File: src/rtl/mega_dma_pkg.sv
// rtl/mega_dma_pkg.sv - shared state encoding and mode constants for the RAM block-copy/fill engine
package mega_dma_pkg;

  typedef enum logic [2:0] {
    ST_IDLE    = 3'd0,
    ST_REQ     = 3'd1,
    ST_RD_ADDR = 3'd2,
    ST_RD_DATA = 3'd3,
    ST_WR      = 3'd4,
    ST_DONE    = 3'd5
  } dma_state_t;

  localparam logic MODE_COPY = 1'b0;
  localparam logic MODE_FILL = 1'b1;

endpackage

File: src/rtl/mega_ram_dma.sv
// rtl/mega_ram_dma.sv - bus-initiator block-copy / block-fill engine for the single-port data RAM
// Strobes decode from state only; ram_a/ram_wdat hold their last value while the strobes are idle.
module mega_ram_dma
  import mega_dma_pkg::*;
#(
  parameter int ADDR_BUS_WIDTH = 13,
  parameter int DATA_BUS_WIDTH = 8,
  parameter int LEN_WIDTH      = 13
) (
  input  logic                      i_clk,
  input  logic                      i_rst,
  input  logic                      i_start,
  input  logic                      i_mode,
  input  logic [ADDR_BUS_WIDTH-1:0] i_src,
  input  logic [ADDR_BUS_WIDTH-1:0] i_dst,
  input  logic [LEN_WIDTH-1:0]      i_len,
  input  logic [DATA_BUS_WIDTH-1:0] i_fill_val,
  input  logic                      i_abort,
  output logic                      o_busy,
  output logic                      o_done,
  output logic                      o_bus_req,
  input  logic                      i_bus_gnt,
  output logic                      o_ram_cs,
  output logic                      o_ram_we,
  output logic                      o_ram_re,
  output logic [ADDR_BUS_WIDTH-1:0] o_ram_a,
  output logic [DATA_BUS_WIDTH-1:0] o_ram_wdat,
  input  logic [DATA_BUS_WIDTH-1:0] i_ram_rdat
);

  dma_state_t r_state, w_next;

  logic [ADDR_BUS_WIDTH-1:0] r_src, r_dst, r_a_hold;
  logic [LEN_WIDTH-1:0]      r_rem;
  logic                      r_mode;
  logic [DATA_BUS_WIDTH-1:0] r_fill, r_buf, r_wdat_hold;
  dma_state_t                w_xfer_state;

  assign w_xfer_state = (r_mode == MODE_FILL) ? ST_WR : ST_RD_ADDR;

  always_ff @(posedge i_clk) begin
    if (i_rst) r_state <= ST_IDLE;
    else       r_state <= w_next;
  end

  always_comb begin
    w_next = r_state;
    case (r_state)
      ST_IDLE: begin
        if (i_start) w_next = (i_len == '0) ? ST_DONE : ST_REQ;
      end
      ST_REQ: begin
        if (i_bus_gnt) w_next = w_xfer_state;
      end
      ST_RD_ADDR: w_next = ST_RD_DATA;
      ST_RD_DATA: w_next = ST_WR;
      ST_WR: begin
        if (r_rem == LEN_WIDTH'(1)) w_next = ST_DONE;
        else if (!i_bus_gnt)        w_next = ST_REQ;
        else                        w_next = w_xfer_state;
      end
      ST_DONE: w_next = ST_IDLE;
      default: w_next = ST_IDLE;
    endcase
    if (i_abort && (r_state != ST_IDLE)) w_next = ST_IDLE;
  end

  always_comb begin
    o_busy     = 1'b0;
    o_done     = 1'b0;
    o_bus_req  = 1'b0;
    o_ram_cs   = 1'b0;
    o_ram_we   = 1'b0;
    o_ram_re   = 1'b0;
    o_ram_a    = r_a_hold;
    o_ram_wdat = r_wdat_hold;
    case (r_state)
      ST_REQ: begin
        o_busy    = 1'b1;
        o_bus_req = 1'b1;
      end
      ST_RD_ADDR, ST_RD_DATA: begin
        o_busy    = 1'b1;
        o_bus_req = 1'b1;
        o_ram_cs  = 1'b1;
        o_ram_re  = 1'b1;
        o_ram_a   = r_src;
      end
      ST_WR: begin
        o_busy     = 1'b1;
        o_bus_req  = 1'b1;
        o_ram_cs   = 1'b1;
        o_ram_we   = 1'b1;
        o_ram_a    = r_dst;
        o_ram_wdat = (r_mode == MODE_FILL) ? r_fill : r_buf;
      end
      ST_DONE: o_done = 1'b1;
      default: ;
    endcase
  end

  // Datapath; an abort cycle does not advance the counters since the FSM returns to IDLE.
  always_ff @(posedge i_clk) begin
    if (i_rst) begin
      r_src       <= '0;
      r_dst       <= '0;
      r_rem       <= '0;
      r_mode      <= MODE_COPY;
      r_fill      <= '0;
      r_buf       <= '0;
      r_a_hold    <= '0;
      r_wdat_hold <= '0;
    end else begin
      r_a_hold    <= o_ram_a;
      r_wdat_hold <= o_ram_wdat;
      case (r_state)
        ST_IDLE: begin
          if (i_start) begin
            r_src  <= i_src;
            r_dst  <= i_dst;
            r_rem  <= i_len;
            r_mode <= i_mode;
            r_fill <= i_fill_val;
          end
        end
        ST_RD_DATA: begin
          if (!i_abort) r_buf <= i_ram_rdat;
        end
        ST_WR: begin
          if (!i_abort) begin
            r_dst <= r_dst + ADDR_BUS_WIDTH'(1);
            r_rem <= r_rem - LEN_WIDTH'(1);
            if (r_mode == MODE_COPY) r_src <= r_src + ADDR_BUS_WIDTH'(1);
          end
        end
        default: ;
      endcase
    end
  end

endmodule
File: config.mk
export PLATFORM = sky130hd
export DESIGN_NAME = mega_ram_dma
export DESIGN_NICKNAME = d
export VERILOG_FILES = /design/src/rtl/mega_dma_pkg.sv /design/src/rtl/mega_ram_dma.sv
export SDC_FILE = /design/constraint.sdc
export NUM_CORES = 1
export LEC_CHECK = 0
export CORE_MARGIN = 1
export CORE_UTILIZATION = 45
export DETAILED_ROUTE_END_ITERATION = 16
export HOLD_SLACK_MARGIN = 0.06
export PLACE_DENSITY = 0.71
export SLEW_MARGIN = 20
export SYNTH_ARGS = -nofsm -noshare
export SYNTH_HDL_FRONTEND = slang
export SYNTH_SLANG_ARGS = --single-unit
File: constraint.sdc
create_clock -name i_clk -period 2.4 [get_ports i_clk]
set_input_delay 0.36 -clock i_clk [delete_from_list [all_inputs] [get_ports i_clk]]
set_output_delay 0.36 -clock i_clk [all_outputs]
set_load 0.01 [all_outputs]
==> flow_summary.yaml, run 1 <==
worst_setup_path:
  reg2regPathDepth: 6
  crit_path_max_fanout: 18
  rr_endpoint: "r_src[0]$_SDFFE_PP0P_"
  cp.required_ns: 2.04
  cp-end-kind: "primary output"
  startpoint_type: "flip-flop"
  r2r-start: "r_mode$_SDFFE_PP0P_"
  startpoint: "r_state[2]$_SDFFE_PP0P_"
  reg2reg_slack_ns: 0.42
  path_class: "reg -> out"
  worstPathArrival_ns: 1.94
yosys:
  synthCells: 539
  synth_area_per_cell_um2: 8.25
  synthArstFlopShare_pct: 0
  synth.yosys.seq_area_share_pct: 36.0
  yosys.cell_count.top_type: "dfxtp_1"
  netlist_top_cells_area: "dfxtp_1, a21oi_1, o21ai_0, mux2i_1, nand2_1"
  synth_top_cells_by_count: "dfxtp_1, nand2_1, a21oi_1, o21ai_0, nor2_1"
  syn_area_um2: 4440
  ys.flop_type: "dfxtp_1"
  ys_warn_count: 0
  synth_top_area_cell: "dfxtp_1"
  synth_top_area_share_pct: 36.0
  syn-num-nets: 604
  ys_ff_latch: 80
  synth_edf_count: 0
  synth_cell_types: 65
sta:
  hold_slack_ns: 0.284
  fmaxAchievable_ghz: 0.435
  rsz0062_at_grt: "false"
  setup_viol: 0
  period_minus_slack_ns: 2.30
  hold_viol_final: 0
  fin_skew_ns: 0.0113
  tightest_slew_ns: 0.756
  relSlewSlack_pct: 49.5
  finalCritPeriodShare_pct: 95.7
  final-max-slew-violation-count: 0
  setup_ws_ns: 0.102
final_layout:
  regArea_um2: 1600
  area_growth_syn_to_layout_pct: 27.3
  antenna-diode-count: 0
  drive_gt1_share_pct: 8.97
  fillers: 841
  multi_input_area_um2: 2570
  finish.net_count: 684
clock_network:
  clock_latency_ns: 0.36
  tritoncts: "yes"
  cts.sinks: 80
  cts_hold_buf: 0
  ctsRootBufferMaster: "clkbuf_8"
  cts_buffer_depth: 2
  cts_made_buffers: 9
  clk_pin_slew_ns: 0.09
  cts_max_level: 3
power:
  ir_worst_vdd_mv: 0.289
  total_leakage_power_nw: 2.28
  pwr_density_cell_nw_per_um2: 578
detailed_routing:
  drtIter0Drc: 262
  dr_total_vias: 4387
  wl_per_cell_um: 16.2
  drtPass1Iterations: 5
  ant_nets: 0
  post_drt_via_cell_ratio: 5.83
  routed_wl_mm: 12.2
  drt_drc_violations_left: 0
placement:
  port_buffers: 87
  gp_congestion: 0.873
  dpl.hpwl_mm: 8.26
  pre_cts_ws_ns: -0.137
floorplanning:
  rows: 35
  die-area_um2: 10300
  ios: 88
  die_width_um: 101
  initial_core_util_pct: 47.2
  core-area_um2: 9420
  dieHeight_um: 101
global_route:
  grt_pass1_wl_mm: 19.9
  grt_use_total_pct: 24.7
  grt_overflow: 0
  antenna_found_initial: 0
  grt_pass1_vias: 4141
  grt_max_degree: 51
hold_path:
  hold_end: "r_rem[12]$_SDFFE_PP0P_"
  hold_depth: 2
  min_from: "i_rst"
  hold_class: "in -> reg"
run_status:
  status: "complete, no violations"
run:
  maxCapViolCount: 0
[routing by layer]
metal / global-route usage (%) / share of wire [%] / vias to the layer above / wire length, µm
li1: - / - / 2144 / -
met1: 32.6 / 45 / 2063 / 5490
met2: 40.3 / 47 / 164 / 5760
met3: 4.83 / 6.4 / 16 / 779
met4: 8.25 / 1.4 / 0 / 172
met5: 0 / 0 / - / 0
[per-stage QoR]
stage	instances	instance area, µm²	power [mW]	TNS [ns]	util, %
2_1_floorplan	539	4440	1.91	0	-
3_3_place_gp	733	5370	2.15	-0.0159	57.0
3_5_place_dp	733	5370	2.17	-0.994	57.0
4_1_cts	750	5630	3.27	-0.108	59.8
5_1_grt	753	5660	3.43	0	60.1
6_report	753	5660	3.27	0	60.1
[area by class of cell]
class | instances | area share [%]
clock buffer | 10 | 2.26
clock inverter | 6 | 1.61
inverter | 11 | 0.752
multi-input combinational | 409 | 45.5
sequential | 80 | 28.3
tap | 129 | 2.85
timing repair buffer | 108 | 18.8
[kinds of logic (layout without fill, tap and decap cells)]
kind of cell | Yosys count | after routing | share of synthesized area, %
AOI/OAI and AO/OA | 171 | 171 | 25.6
xor gates and xnor gates | 1 | 1 | 0.197
and+or+nand+nor | 212 | 212 | 25.8
DFF | 80 | 80 | 36.0
muxes | 21 | 21 | 4.76
adders and majority gates | 4 | 4 | 1.13
buffers and inverters | 50 | 135 | 6.50
[critical path, stage by stage, from the launching register on]
cell and delay [ns]:
dfxtp_1 0.33, or3b_4 0.43, clkinv_2 0.10, buf_8 0.16, a22o_1 0.18, a21o_1 0.10
dlygate4sd2_1 0.27
[cells in the final DEF (no fill, tap or decap), types with 5 or more instances in the layout]
cell | synthesis | final
a21o_1 | 13 | 13
nor4_1 | 11 | 11
nor3b_1 | 6 | 6
inv_1 | 10 | 10
nand3_1 | 16 | 16
buf_4 | 3 | 16
and2_1 | 26 | 26
a31oi_1 | 5 | 5
o21a_1 | 5 | 5
mux2i_1 | 20 | 20
and2_0 | 13 | 13
a22o_1 | 11 | 11
nand2_1 | 52 | 52
a221o_1 | 6 | 6
a211oi_1 | 5 | 5
dfxtp_1 | 80 | 80
nor3_1 | 13 | 13
nor2_1 | 36 | 35
or4_1 | 6 | 6
a21oi_1 | 43 | 43
nand4_1 | 7 | 7
o21ai_0 | 41 | 35
o21ai_1 | 8 | 14
clkbuf_8 | 0 | 9
dlygate4sd2_1 | 0 | 20
clkdlybuf4s50_1 | 0 | 63
[how the worst max path moves through the flow]
stage	endpoint	slack (ns)	cells past startpoint
global route	o_ram_a[0]	0.006	6
global placement	o_ram_a[11]	-0.006	5
floorplan	o_ram_wdat[2]	0.58	5
finish	o_ram_a[7]	0.10	6
CTS	o_ram_a[4]	-0.11	5
detailed placement	o_ram_a[11]	-0.14	5
[flip-flops by register name, indices dropped and copies added, names as in the netlist]
name,flops
r_buf,8
r_wdat_hold,8
r_src,13
r_a_hold,13
r_mode,1
r_dst,13
r_fill,8
r_state,3
r_rem,13
[where the power goes]
group          switching, mW  internal (mW)
combinational          0.336          0.310
sequential             0.105           1.41
clock                  0.515          0.592
[repair_timing]
| item | 4_1_cts | 5_1_grt |
|---|---|---|
| gates cloned | 1 | 0 |
| gates resized for setup | 35 | 5 |
| setup endpoints to repair | 23 | 3 |
| buffers inserted | 0 | 3 |
| pin swaps | 0 | 1 |
Note: power is estimated with default switching activity, not from simulation.
==> run 2: changes to the inputs <==
--- a/config.mk
+++ b/config.mk
@@ -7,6 +7,7 @@
 export LEC_CHECK = 0
 export CORE_MARGIN = 1
 export CORE_UTILIZATION = 45
+export CTS_BUF_LIST = sky130_fd_sc_hd__clkbuf_16
 export DETAILED_ROUTE_END_ITERATION = 16
 export HOLD_SLACK_MARGIN = 0.06
 export PLACE_DENSITY = 0.71
==> run 2 against run 1 <==
Net effect: sequential power hardly changed; cell count increased by 0.27%; power increased by 11%; critical endpoint is now o_ram_cs; via count fell by 0.78%; combinational power barely moved; global-route usage is 0.081 points higher; largest power group unchanged; non-clock buffer count grew 2; sequential share of layout area down 0.58 points; utilization up 1.3 points; highest routed layer unchanged; critical path type unchanged; clock power increased by 32%; final area increased by 2.1%.
==> flow_summary.yaml, run 2 (synthesis results as in run 1) <==
run_status:
  status: "complete, no violations"
worst_setup_path:
  crit_path_max_fanout: 8
  path_class: "reg -> out"
  r2r-start: "r_mode$_SDFFE_PP0P_"
  reg2reg_slack_ns: 0.40
  cp-end-kind: "primary output"
  startpoint_type: "flip-flop"
  rr_endpoint: "r_src[7]$_SDFFE_PP0P_"
  worstPathArrival_ns: 1.93
  cp.required_ns: 2.04
  reg2regPathDepth: 5
run:
  maxCapViolCount: 0
final_layout:
  area_growth_syn_to_layout_pct: 30.0
  finish.net_count: 686
  final_common_cell: "dfxtp_1"
  drive_gt1_share_pct: 9.42
  final_area_um2: 5780
  antenna-diode-count: 0
  final_cell_mix: "dfxtp_1, clkdlybuf4s50_1, nand2_1, a21oi_1, o21ai_0"
floorplanning:
  rows: 35
  initial_core_util_pct: 47.2
  die-area_um2: 10300
  ios: 88
  die_width_um: 101
  core-area_um2: 9420
  dieHeight_um: 101
hold_path:
  hold_depth: 2
  hold_class: "in -> reg"
  hold_end: "r_rem[12]$_SDFFE_PP0P_"
  min_from: "i_rst"
global_route:
  grt_use_total_pct: 24.8
  grt_overflow: 0
  grt_pass1_vias: 4149
  grt_pass1_wl_mm: 20.0
  antenna_found_initial: 0
  grt_max_degree: 51
sta:
  finalCritPeriodShare_pct: 95.3
  fin_skew_ns: 0.00996
  relSlewSlack_pct: 49.9
  fmaxAchievable_ghz: 0.437
  hold_viol_final: 0
  tightest_slew_ns: 0.751
  hold_slack_ns: 0.315
  period_minus_slack_ns: 2.29
  setup_viol: 0
  final-max-slew-violation-count: 0
power:
  total_leakage_power_nw: 2.32
  pwr_density_cell_nw_per_um2: 628
  ir_worst_vdd_mv: 0.422
placement:
  port_buffers: 87
  gp_congestion: 0.873
  dpl.hpwl_mm: 8.26
  detailed_place.area_um2: 5370
clock_network:
  clock_latency_ns: 0.34
  cts_max_level: 3
  tritoncts: "yes"
  clk_pin_slew_ns: 0.07
  cts_buffer_depth: 2
  ctsRootBufferMaster: "clkbuf_16"
  cts.sinks: 80
  cts_made_buffers: 9
detailed_routing:
  drtIter0Drc: 246
  dr_total_vias: 4353
  wl_per_cell_um: 16.2
  routed_wl_mm: 12.2
  drtPass1Iterations: 5
  post_drt_via_cell_ratio: 5.77
  ant_nets: 0
  drt_drc_violations_left: 0
==> run 2: cell types whose count changed in the layout (fill, tap and decap cells not counted), sizes merged <==
cell           change
clkbuf             -2
buf                +2
clkdlybuf4s50      +1
clkdlybuf4s15      +1
dlymetal6s2s       -1
inv                +1
==> run 2: area by class of cell <==
type	instances	area, µm²
fill	827	3640
multi-input combinational	409	2570
sequential	80	1600
timing repair buffer	110	1080
clock buffer	9	225
tap	129	161
clock inverter	7	95.1
inverter	11	42.5
==> run 2: per-stage QoR <==
stage	power [mW]	setup TNS, ns	util [%]	setup slack (ns)	cells
after CTS	3.63	-0.0708	60.9	-0.0708	750
after detailed placement	2.17	-0.994	57.0	-0.137	733
final	3.63	0	61.4	0.114	755
after global routing	3.79	-0.0114	61.4	-0.0114	755
after floorplan	1.91	0	-	0.580	539
after global placement	2.15	-0.0159	57.0	-0.00639	733
==> run 2: power by group <==
part,switching [mW],internal (mW)
Combinational,0.334,0.310
Clock,0.555,0.912
Sequential,0.105,1.41
Total,0.994,2.64
==> run 2: worst max path at each step <==
stage | to | cells past startpoint | from
2_1_floorplan | o_ram_wdat[2] | 5 | r_state[0]$_SDFFE_PP0P_
3_3_place_gp | o_ram_a[11] | 5 | r_state[2]$_SDFFE_PP0P_
3_5_place_dp | o_ram_a[11] | 5 | r_state[2]$_SDFFE_PP0P_
4_1_cts | o_ram_a[4] | 5 | r_state[2]$_SDFFE_PP0P_
5_1_grt | o_ram_wdat[4] | 5 | r_state[2]$_SDFFE_PP0P_
6_report | o_ram_cs | 6 | r_state[2]$_SDFFE_PP0P_
==> run 2: worst max-delay path, stage by stage (launching register included) <==
cell and delay [ns]:
dfxtp_1 0.33, or3b_4 0.40, clkinv_2 0.09, nor2_4 0.06, buf_4 0.15, inv_1 0.04
clkdlybuf4s50_1 0.52
==> run 2: timing repair <==
item / CTS / global route
endpoints found under the setup margin: 23 / 2
hold buffers: 0 / 0
gates resized for setup: 35 / 4
cloned: 1 / 0
buffers inserted: 0 / 5
pin swaps: 0 / 1
==> run 2: layer usage <==
layer	vias to the layer above	routed length, µm	global-route usage [%]
met1	2032	5550	32.9
met5	-	0	0
met2	147	5810	41.4
met4	0	173	6.69
li1	2154	-	-
met3	20	710	4.28
==> run 3: changes to the inputs <==
--- a/config.mk
+++ b/config.mk
@@ -5,11 +5,10 @@
 export SDC_FILE = /design/constraint.sdc
 export NUM_CORES = 1
 export LEC_CHECK = 0
-export CORE_MARGIN = 1
+export CORE_MARGIN = 5
 export CORE_UTILIZATION = 45
 export CTS_BUF_LIST = sky130_fd_sc_hd__clkbuf_16
 export DETAILED_ROUTE_END_ITERATION = 16
-export HOLD_SLACK_MARGIN = 0.06
 export PLACE_DENSITY = 0.71
 export SLEW_MARGIN = 20
 export SYNTH_ARGS = -nofsm -noshare
==> run 3 against run 2 <==
Net effect: hold slack improved by 0.12 ns; final area about the same; clock skew decreased by 0.0031 ns; combinational power decreased by 0.8%; utilization decreased by 1.7 points; power decreased by 2.8%; first-iteration DRC count increased by 56%; highest routed layer unchanged.
==> flow_summary.yaml, run 3 (synthesis results as in run 1) <==
clock_network:
  cts_hold_buf: 0
  cts_max_level: 3
  cts_buffer_depth: 2
  tritoncts: "yes"
  clk_pin_slew_ns: 0.06
  cts.sinks: 80
  clock_latency_ns: 0.34
  ctsRootBufferMaster: "clkbuf_16"
  cts_made_buffers: 9
placement:
  dpl.hpwl_mm: 8.48
  pre_cts_ws_ns: -0.0891
  port_buffers: 87
  detailed_place.area_um2: 5380
  place_inst: 737
  gp_congestion: 0.886
final_layout:
  finish.net_count: 683
  final_cell_mix: "dfxtp_1, clkdlybuf4s50_1, nand2_1, a21oi_1, o21ai_0"
  drive_gt1_share_pct: 8.99
  antenna-diode-count: 0
  final_common_cell: "dfxtp_1"
  fin_util_pct: 59.7
  area_growth_syn_to_layout_pct: 30.0
  layoutNonFillerInstCount: 756
  final_area_um2: 5780
sta:
  finalCritPeriodShare_pct: 98.2
  setup_viol: 0
  setup_ws_ns: 0.0436
  final.setup.tns_ns: 0
  relSlewSlack_pct: 54.9
  hold_viol_final: 0
  fin_skew_ns: 0.00684
  final-max-slew-violation-count: 0
  tightest_slew_ns: 0.675
  fmaxAchievable_ghz: 0.424
  rsz0062_at_grt: "true"
  period_minus_slack_ns: 2.36
global_route:
  grt_use_total_pct: 21.1
  grt_overflow: 0
  grt_pass1_wl_mm: 20.2
  grt_pass1_vias: 4133
  grt_max_degree: 48
  antenna_found_initial: 0
worst_setup_path:
  crit_path_max_fanout: 47
  cp.required_ns: 2.04
  path_class: "reg -> out"
  cp_slowest_stage_delay_ns: 0.41
  reg2reg_slack_ns: 0.45
  slowest_stage: "or3b_4"
  crit_chain: "or3b_4 > buf_4 > buf_16 > nor2_2 > a221o_1 > dlygate4sd2_1"
  rr_endpoint: "r_dst[9]$_SDFFE_PP0P_"
  reg2regPathDepth: 6
  startpoint_type: "flip-flop"
  worstPathArrival_ns: 2.00
  cp-end-kind: "primary output"
  r2r-start: "r_state[0]$_SDFFE_PP0P_"
power:
  ir_worst_vdd_mv: 0.453
  pwr_density_cell_nw_per_um2: 611
  total_leakage_power_nw: 2.38
floorplanning:
  rows: 36
  dieHeight_um: 109
  die-area_um2: 12000
  initial_core_util_pct: 45.9
  core-area_um2: 9680
  die_width_um: 109
  ios: 88
hold_path:
  hold_class: "in -> reg"
  hold_depth: 2
  min_from: "i_rst"
  hold_end: "r_rem[4]$_SDFFE_PP0P_"
detailed_routing:
  drt_drc_violations_left: 0
  routed_wl_mm: 12.5
  ant_nets: 0
  wl_per_cell_um: 16.6
  dr_total_vias: 4362
  drtIter0Drc: 384
  drtPass1Iterations: 5
  post_drt_via_cell_ratio: 5.77
run:
  maxCapViolCount: 0
run_status:
  status: "complete, no violations"
## run 3: cell count changes in the layout (fill, tap and decap cells not counted), sizes merged
cell and change:
dlymetal6s2s +6, dlygate4sd2 -5, buf -4, bufbuf +1
bufinv -1, clkdlybuf4s15 -1, clkinv +1, clkinvlp +1
inv -1
## run 3: worst max-delay path by stage
stage	startpoint	end	depth (start not counted)
final	r_state[0]$_SDFFE_PP0P_	o_ram_a[4]	6
after global routing	r_state[2]$_SDFFE_PP0P_	o_ram_a[4]	6
after CTS	r_state[0]$_SDFFE_PP0P_	o_ram_wdat[6]	4
after detailed placement	r_state[2]$_SDFFE_PP0P_	o_ram_a[4]	5
after global placement	r_state[2]$_SDFFE_PP0P_	o_ram_a[11]	5
after floorplan	r_state[0]$_SDFFE_PP0P_	o_ram_wdat[2]	5
## run 3: metrics by stage
| stage | hold WS (ns) | power, mW |
|---|---|---|
| 3_3_place_gp | 0.443 | 2.16 |
| 6_report | 0.439 | 3.53 |
| 2_1_floorplan | 0.436 | 1.91 |
| 5_1_grt | 0.448 | 3.69 |
| 3_5_place_dp | 0.448 | 2.17 |
| 4_1_cts | 0.423 | 3.54 |
## run 3: area by class of cell
type / instances / area [µm²]
clock buffers: 9 / 225
clock inverters: 7 / 72.6
fillers: 843 / 3910
inverters: 11 / 43.8
multi-input cells: 409 / 2570
flip-flops and latches: 80 / 1600
well taps: 133 / 166
repair buffers: 107 / 1100
## run 3: where the power goes
part / switching, mW / leakage, nW / internal [mW]
registers: 0.107 / 0.653 / 1.41
clock network: 0.564 / 0.143 / 0.805
logic: 0.333 / 1.59 / 0.306
total: 1.00 / 2.38 / 2.52
## run 3: repair_timing
item,in CTS,in global routing
gates cloned,2,0
setup endpoints to repair,23,7
buffers inserted,0,1
gates resized for setup,23,13
pin swaps,0,0
## run 3: critical path, delay by kind of cell, from the launching register on
family          cells  cell delay, ns
compound gates      1            0.14
buf+inv             3            0.62
flops               1            0.31
simple gates        2            0.56
## run 3: routing by layer
layer | GRT usage [%] | part of all wire [%]
met3 | 4.17 | 6.2
met5 | 0 | 0
met4 | 8.01 | 2.0
met2 | 33.5 | 47
met1 | 28.3 | 45
==> RTL edit: new RTL, config.mk and constraints of run 3 <==
The parameter `LEN_WIDTH` goes from 13 to 26.
--- a/src/rtl/mega_ram_dma.sv
+++ b/src/rtl/mega_ram_dma.sv
@@ -5,7 +5,7 @@
 #(
   parameter int ADDR_BUS_WIDTH = 13,
   parameter int DATA_BUS_WIDTH = 8,
-  parameter int LEN_WIDTH      = 13
+  parameter int LEN_WIDTH      = 26
 ) (
   input  logic                      i_clk,
   input  logic                      i_rst,
Interface: changed (resized i_len); port bits go from 88 to 101. The function was not compared with the original's and may differ.
==> RTL edit against run 3 <==
Total power grew 21%. Setup slack gained 0.037 ns. Design area grew 14%. Critical endpoint is now o_ram_a[2]. Routed wire length grew 21%. Largest power group unchanged. Sequential cell count grew 13. Area after synthesis grew 14%. Die area grew 13%.
==> RTL edit: results (changes against run 3) <==
Yosys warnings 0 (unchanged); Global Route met2 Usage 36.8% (+3.3 points); M3 GR Usage 5.03% (+0.86 points); sequential element share of the synthesized area 36.7% (+0.64 points); crit-path leading delay family simple AND/OR/NAND/NOR gates; first-pass GRT wire length 24.8 mm (+23%); gpl congestion 0.879 (-0.84%); Synth area leaders dfxtp_1 (37%), nand2_1 (7.0%), a21oi_1 (4.9%); clock buffer depth 2 (unchanged); Max VDD drop 0.481 mV (+6.2%); ys async rst share 0% (unchanged); largest net degree at the start of global routing 53 (+10%); drt wl/cell 16.8 µm (+1.5%); fin area 6590 µm² (+14%); Worst Path Max Fanout 11 (-77%); post-route setup TNS 0 ns (unchanged); Nets 835 (+22%); CP arrival 1.96 ns (-0.04 ns); met1 GRT Util 30.7% (+2.5 points); post-route insts no fill 899 (+19%); Top reg by flops r_rem; Critical Path Slowest Stage Cell or3b_4; CP startpoint r_state[2]; fillcell total 997 (+18%); cell count after synthesis 667 (+24%); number of global-route vias before repair 4926 (+19%); DPL Wire Length 10.6 mm (+25%); met2 WL 7.13 mm (+21%); Port Buffers 100 (+15%); 1st-iter DRT viols 566 (+47%); met3 wire len 1.02 mm (+31%); post-synthesis net count 745 (+23%); top cells by count, synth nand2_1 (95), dfxtp_1 (93), nor2_1 (62); via/cell ratio 5.88 (+1.8%); max reg flops 26; Clock Pin Slew Worst Setup and Hold Paths 0.06 ns (about the same); Final Skew 0.00726 ns (+0.000416 ns); 1st-pass router iterations 5 (unchanged); antenna violations before repair 0 (unchanged); Clk Latency, worst-skew pair 0.33 ns; Antenna Cells 0 (unchanged); worst reg2reg path startpoint r_rem[16]; post-place setup slack 0.0116 ns (+0.101 ns); Primary FF master, synth dfxtp_1; DP Area 6280 µm² (+17%); Least-Margin Pin Slew 0.733 ns (+0.0578 ns); Hold WC Path Type reg2reg; H-tree level count 3 (unchanged); total global-route track usage 22.8% (+1.7 points); Pleak 2.49 nW (+4.4%); status finished clean; max incr delay on CP 0.43 ns (+0.02 ns); fraction of layout cells with a size suffix above 1 8.17% (-0.82 points); root buffer cell clkbuf_16; met1 WL 6.78 mm (+21%); highest routed metal layer met4; Min-Delay Startpoint r_fill[1]; placed cells 884 (+20%); total CTS buffers 9 (unchanged); post-synth cell types 65 (unchanged)
==> RTL edit: cell types whose count changed after synthesis, moves of 11 or more <==
cell             run 3  this run
nor2b_1              3        24
a22oi_1              0        17
nand2_1             52        95
dfxtp_1             80        93
nor4_1              11        23
and2_1              26         4
clkbuf_1            14        44
nor2_1              36        62
nor3_1              13        24
==> RTL edit: path summary, 6_finish.rpt <==
kind,to,slack [ns],depth (start not counted)
worst min register to register,r_fill[1],0.46,2
worst max register to register,r_state[2],0.08,5
worst min-delay path,r_fill[1],0.46,2
worst max-delay path,o_ram_a[2],0.08,6
==> RTL edit: power by group <==
group          total (mW)  internal [mW]  switching (mW)  leakage [nW]
registers            1.84           1.68           0.156         0.760
clock network        1.34          0.781           0.556         0.132
logic                1.11          0.505           0.601          1.59
==> RTL edit: timing repair <==
action | in CTS | in global routing
setup buffers | 0 | 1
gates cloned | 1 | 0
hold buffers | 0 | 0
gates resized for setup | 33 | 7
endpoints found under the setup margin | 22 | 11
==> RTL edit: logic make-up after synthesis <==
group | Yosys count | share of synthesized area (%)
flops | 93 | 36.7
simple gates | 293 | 28.4
fa+ha+maj | 4 | 0.986
compound gates | 188 | 23.8
xor+xnor | 2 | 0.345
mux | 20 | 3.94
buf+inv | 67 | 5.89
==> RTL edit: worst reg2reg max path, cell delays in order (launching register included) <==
cell     delay (ns)
dfxtp_1        0.35
or4_4          0.56
or4_4          0.55
or4_4          0.54
a21oi_2        0.13
o31a_1         0.14
==> RTL edit: area by class of cell <==
class	count	area (µm²)	area share (%)
inverter	11	43.8	0.664
timing repair buffer	135	1310	19.9
clock inverter	4	42.5	0.645
clock buffer	9	225	3.42
sequential	93	1860	28.2
multi-input combinational	507	2930	44.5
tap	140	175	2.66
